[config.mk]
export PLATFORM = sky130hd
export DESIGN_NAME = keypad_matrix_emulator
export DESIGN_NICKNAME = d
export VERILOG_FILES = /design/src/rtl/keypad_pkg.sv /design/src/rtl/keypad_bounce_gen.sv /design/src/rtl/keypad_matrix_emulator.sv
export SDC_FILE = /design/constraint.sdc
export NUM_CORES = 1
export LEC_CHECK = 0
export ABC_AREA = 1
export BUFFER_PORTS_ARGS = -buffer_cell sky130_fd_sc_hd__buf_2
export CORE_MARGIN = 5
export CORE_UTILIZATION = 45
export DETAILED_ROUTE_END_ITERATION = 7
export HOLD_SLACK_MARGIN = 0.15
export PLACE_DENSITY = 0.75
export SYNTH_ARGS = -nofsm -noshare
export SYNTH_HDL_FRONTEND = slang
export SYNTH_SLANG_ARGS = --single-unit
[constraint.sdc]
create_clock -name clk -period 5.1 [get_ports clk]
set_clock_uncertainty 0.15 [all_clocks]
set_input_delay 1.02 -clock clk [delete_from_list [all_inputs] [get_ports clk]]
set_output_delay 1.02 -clock clk [all_outputs]
set_load 0.05 [all_outputs]
[src/rtl/keypad_pkg.sv]
// keypad_pkg: shared FSM states, function-key codes and key-code field helpers
// for the keypad matrix emulator.
package keypad_pkg;

    typedef enum logic [2:0] {
        IDLE,
        BOUNCE_IN,
        HOLD,
        BOUNCE_OUT,
        GAP
    } kp_state_e;

    localparam logic [3:0] KEY_RESET     = 4'd10;
    localparam logic [3:0] KEY_RUN       = 4'd11;
    localparam logic [3:0] KEY_PAUSE     = 4'd12;
    localparam logic [3:0] KEY_MODE_BACK = 4'd13;
    localparam logic [3:0] KEY_OP_A      = 4'd14;
    localparam logic [3:0] KEY_OP_B      = 4'd15;

    function automatic logic [1:0] code_row(input logic [3:0] code);
        return code[3:2];
    endfunction

    function automatic logic [1:0] code_col(input logic [3:0] code);
        return code[1:0];
    endfunction

endpackage

[src/rtl/keypad_bounce_gen.sv]
// keypad_bounce_gen: bounce phase counter; reports the contact level for the
// counter value being loaded this cycle, closed-first or open-first.
module keypad_bounce_gen #(
    parameter int BOUNCE_CYCLES = 6,
    parameter int BOUNCE_PERIOD = 2
) (
    input  logic clk,
    input  logic rst_n,
    input  logic start,
    input  logic run,
    input  logic open_first,
    output logic last,
    output logic bounce_contact
);

    logic [15:0] bcnt_q, bcnt_d, phase;

    always_comb begin
        bcnt_d = start ? 16'd0 : run ? bcnt_q + 16'd1 : bcnt_q;
        phase = bcnt_d / 16'(BOUNCE_PERIOD);
        bounce_contact = open_first ? phase[0] : ~phase[0];
    end

    assign last = bcnt_q == 16'(BOUNCE_CYCLES - 1);

    always_ff @(posedge clk or negedge rst_n) begin
        if (!rst_n) bcnt_q <= '0;
        else        bcnt_q <= bcnt_d;
    end

endmodule

[src/rtl/keypad_matrix_emulator.sv]
// keypad_matrix_emulator: answers a 4x4 row scan as a pressed key would.
// Contact bounce phases exist only when KEYPAD_MATRIX_EMULATOR_BOUNCE_EN is defined.
module keypad_matrix_emulator
    import keypad_pkg::*;
#(
    parameter int BOUNCE_CYCLES = 6,
    parameter int BOUNCE_PERIOD = 2,
    parameter int GAP_CYCLES    = 4
) (
    input  logic        clk,
    input  logic        rst_n,
    input  logic [3:0]  line,
    output logic [3:0]  column,
    input  logic        press_valid,
    output logic        press_ready,
    input  logic [3:0]  press_code,
    input  logic [15:0] press_hold,
    output logic        contact,
    output logic        busy,
    output logic        done
);

    kp_state_e   state_q, state_d;
    logic [1:0]  row_q, row_d, col_q, col_d;
    logic [15:0] hold_q, hold_d, hcnt_q, hcnt_d, gcnt_q, gcnt_d;
    logic        contact_q, contact_d, done_q, done_d;
    logic [3:0]  column_q, column_d;
    logic        accept, hold_end, gap_end, bnc_last, bnc_contact;

    assign accept   = press_valid & press_ready;
    assign hold_end = hcnt_q == (hold_q == 16'd0 ? 16'd1 : hold_q) - 16'd1;
    assign gap_end  = gcnt_q == 16'(GAP_CYCLES - 1);

`ifdef KEYPAD_MATRIX_EMULATOR_BOUNCE_EN
    localparam kp_state_e AFTER_IDLE = BOUNCE_IN;
    localparam kp_state_e AFTER_HOLD = BOUNCE_OUT;

    keypad_bounce_gen #(
        .BOUNCE_CYCLES(BOUNCE_CYCLES),
        .BOUNCE_PERIOD(BOUNCE_PERIOD)
    ) u_bounce (
        .clk           (clk),
        .rst_n         (rst_n),
        .start         ((state_q == IDLE && accept) || (state_q == HOLD && hold_end)),
        .run           (state_q inside {BOUNCE_IN, BOUNCE_OUT}),
        .open_first    (state_d == BOUNCE_OUT),
        .last          (bnc_last),
        .bounce_contact(bnc_contact)
    );
`else
    localparam kp_state_e AFTER_IDLE = HOLD;
    localparam kp_state_e AFTER_HOLD = GAP;
    logic unused_bounce;
    assign unused_bounce = ^{BOUNCE_CYCLES, BOUNCE_PERIOD};
    assign bnc_last    = 1'b0;
    assign bnc_contact = 1'b0;
`endif

    always_comb begin
        state_d = state_q;
        row_d   = row_q;
        col_d   = col_q;
        hold_d  = hold_q;
        hcnt_d  = hcnt_q;
        gcnt_d  = gcnt_q;
        done_d  = 1'b0;
        case (state_q)
            IDLE: if (accept) begin
                state_d = AFTER_IDLE;
                row_d   = code_row(press_code);
                col_d   = code_col(press_code);
                hold_d  = press_hold;
                hcnt_d  = '0;
            end
            BOUNCE_IN: if (bnc_last) begin
                state_d = HOLD;
                hcnt_d  = '0;
            end
            HOLD: if (hold_end) begin
                state_d = AFTER_HOLD;
                gcnt_d  = '0;
            end else hcnt_d = hcnt_q + 16'd1;
            BOUNCE_OUT: if (bnc_last) begin
                state_d = GAP;
                gcnt_d  = '0;
            end
            GAP: if (gap_end) begin
                state_d = IDLE;
                done_d  = 1'b1;
            end else gcnt_d = gcnt_q + 16'd1;
            default: state_d = IDLE;
        endcase
        // contact is registered from next-state values so it lines up with state_q
        contact_d = (state_d == HOLD) || ((state_d inside {BOUNCE_IN, BOUNCE_OUT}) && bnc_contact);
        column_d = 4'b1111;
        column_d[col_q] = ~(contact_q & ~line[row_q]);
    end

    always_ff @(posedge clk or negedge rst_n) begin
        if (!rst_n) begin
            state_q   <= IDLE;
            row_q     <= '0;
            col_q     <= '0;
            hold_q    <= '0;
            hcnt_q    <= '0;
            gcnt_q    <= '0;
            contact_q <= 1'b0;
            done_q    <= 1'b0;
            column_q  <= 4'b1111;
        end else begin
            state_q   <= state_d;
            row_q     <= row_d;
            col_q     <= col_d;
            hold_q    <= hold_d;
            hcnt_q    <= hcnt_d;
            gcnt_q    <= gcnt_d;
            contact_q <= contact_d;
            done_q    <= done_d;
            column_q  <= column_d;
        end
    end

    assign column      = column_q;
    assign contact     = contact_q;
    assign done        = done_q;
    assign busy        = state_q != IDLE;
    assign press_ready = (state_q == IDLE) & ~done_q;

endmodule
==> impl_metrics.tcl <==
set metrics [dict create \
    grt-ovfl-total 0 \
    fin_nets 620 \
    startpoint "hold_q[2]" \
    vias 3608 \
    drtIter0Drc 187 \
    cts-resized-gates 0 \
    hold_start "col_q[1]" \
    drt-wirelength-per-cell_um 13.1 \
    ir_drop_v 0.000129 \
    p_sw_uw 222 \
    worstHoldPathType "flip-flop to flip-flop" \
    die_y_um 103 \
    postRouteAntennaNets 0 \
    period_needed_ps 3640 \
    first_pass_iters 4 \
    synth_commonest_cells "nand2_1, nor2_1, inv_1" \
    synth_top_area_share_pct 36.8 \
    synthesis.nets 587 \
    drc_errors 0 \
    synth-xor-area-share_pct 6.32 \
    ys_seq_area_share_pct 39.5 \
    fp-row-count 33 \
    p_leak_uw 0.00225 \
    worstMarginPinSlew_ps 920 \
    end_kind "flip-flop" \
    power.internal_uw 670 \
    seqPwrFrac_pct 54.3 \
    die_w_um 103 \
    drv_cap 0 \
    async_flop_share_pct 100 \
    via_per_inst 5.15 \
    antenna_found_initial 0 \
    avgSynthCellArea_um2 6.96 \
    cpPeakStageDelay_ps 460 \
    sw_frac_of_total_pct 24.9 \
    clkLatencyLatePin_ps 340 \
    dominantRegCellSynth "dfrtp_1" \
    core_area_um2 8300 \
    timing.rr.start "hold_q[2]" \
    gp_congestion 0.882 \
    drt_wl_total_mm 9.14 \
    cp.required_ps 5190 \
    cp_num_buf_inv 1 \
    fin_ws_ps 1460 \
    cp_data_arrival_time_ps 3720 \
    cts_buffer_depth 2 \
    cp_cell_sequence "nor2_2, nand2_2, nor2_2, nand2_1, nand2_1, inv_1, ha_1, nand2_1, o21ai_0, nand2_1, xor2_1, nand3_1, nor2_1, nand3_2, nand2_2, nand2_2, nand2_1, nand2_1" \
    power.density_nw_per_um2 208 \
    drv_slew 0 \
    grt_pass1_vias 3394 \
    post_cts_buffers 0 \
    rsz0062_at_grt "no" \
    fin_crit_sh_pct 71.3 \
    synth_top_family_by_area "simple AND/OR/NAND/NOR gates" \
    yosysMostFrequentCell "nand2_1" \
    numCtsBuffers 9 \
    hold_viol 0 \
    final_util_pct 51.7 \
    design_area_um2 4290 \
    slew-limit-headroom_pct 38.5 \
    synth-edff-count 0 \
    yosysWarningCount 0 \
    cp_slowest_cell "dfrtp_1" \
    ys_ff_latch 61 \
    cts_hold_buf 0 \
    setup_violations 0 \
    ctsRootBufferMaster "clkbuf_8" \
    syn_area_um2 3880 \
    drive_gt1_share_pct 13.8 \
    synth_compound_area_share_pct 3.39 \
    place_ws_ps 1520 \
    synth_area_leaders "dfrtp_1, nand2_1, nor2_1" \
    tns_ps 0 \
    power_frac_clock_pct 43.2 \
    synth_top_cell_by_area "dfrtp_1" \
    cts.sinks 61 \
    cts_max_level 3 \
    synth.distinct_cells 29 \
    grtUsageTotal_pct 18.6 \
    synthSimpleGateAreaFrac_pct 39.6 \
    areaGrowthSynthToFinish_pct 10.6 \
    p_total_uw 892 \
    synth_adder_area_share_pct 0.968 \
    ios 35 \
    grt_max_degree 62 \
    dieArea_um2 10600 \
    port_buffers 34 \
    outcome "finished, final reports clean" \
    hpwl_mm 6.77 \
    cts.clk_slew.worst_paths_ps 80 \
    antenna-diode-count 0 \
    combPwrFrac_pct 2.4 \
    path_delay_family "simple AND/OR/NAND/NOR gates" \
    cts_tree "yes" \
    crit_type "flip-flop to flip-flop" \
    initial_utilization_pct 46.7 \
    critical_path_peak_fanout 21 \
    post_dp_cell_area_um2 4110 \
    synthCells 557 \
    synthMuxAreaShare_pct 2.32 \
    grt_pass1_wl_mm 15.6 \
    max_clock_freq_mhz 275 \
    cp-start-kind "flip-flop" \
    crit_top_cell "nand2_1" \
]
==> cells in the final DEF, fill, tap and decap left out, drive strengths merged, types with 7 or more instances in the layout <==
master and count:
xor2 22, nor3 10, o21ai 7, inv 62
nand3 59, buf 35, clkbuf 9, dfrtp 57
a21oi 13, nand2 171, mux2 8, nand4 9
nor2 94
==> state kept, by name (all words and copies together) (netlist names) <==
name / flops
col_q: 2
column: 4
contact: 1
done: 1
gcnt_q: 16
hcnt_q: 16
hold_q: 16
row_q: 2
state_q: 3
==> cell type report <==
cell class	count	area (um2)
Timing Repair Buffer	35	178
Clock buffer	9	124
Multi-Input combinational cell	422	2040
Tap cell	105	131
Sequential cell	61	1530
Fill cell	794	4010
Inverter	61	229
Clock inverter	7	50.0
==> stage by stage <==
| stage | instances | hold slack (ps) |
|---|---|---|
| detailed placement | 684 | 276 |
| global route | 700 | 336 |
| CTS | 700 | 286 |
| global placement | 684 | 256 |
| floorplan | 557 | 247 |
| finish | 700 | 295 |
==> power groups by stage <==
stage	registers, uW	logic (uW)	clock network, uW
after floorplan	495	0.954	0
after CTS	484	22.9	395
after global placement	494	22.5	0
after detailed placement	494	22.8	0
after global routing	484	24.9	421
final	484	21.8	385
==> layer usage <==
| metal | track usage, % | up-vias | part of all wire, % |
|---|---|---|---|
| met5 | 0 | - | 0 |
| met4 | 5.08 | 0 | 1.1 |
| met3 | 4.19 | 10 | 6.8 |
| met2 | 28.7 | 100 | 44 |
| met1 | 26.5 | 1683 | 48 |
| li1 | - | 1815 | - |
==> cells by family (layout without fill, tap and decap cells) <==
group,Yosys count,after routing
muxes,8,8
DFF,61,61
buffers and inverters,74,112
and+or+nand+nor,359,359
adders and majority gates,3,3
AOI/OAI and AO/OA,24,24
xor gates and xnor gates,28,28
==> worst paths after layout <==
| check | to | slack (ps) | cells after the start |
|---|---|---|---|
| setup / recovery | hcnt_q[13] | 1460 | 18 |
| hold / removal | column[3] | 290 | 1 |
| setup reg to reg | hcnt_q[13] | 1460 | 18 |
| hold reg to reg | column[3] | 290 | 1 |
| max in group asynchronous | hcnt_q[1] | 3610 | 2 |
| min in group asynchronous | hold_q[2] | 660 | 2 |
==> worst reg2reg max path: stages (launching register included) <==
cell and delay (ps):
dfrtp_1 460, nor2_2 220, nand2_2 110, nor2_2 80
nand2_1 220, nand2_1 160, inv_1 50, ha_1 250
nand2_1 140, o21ai_0 100, nand2_1 90, xor2_1 270
nand3_1 110, nor2_1 150, nand3_2 120, nand2_2 340
nand2_2 290, nand2_1 160, nand2_1 60
No activity file was read; power rests on OpenSTA's default activity.
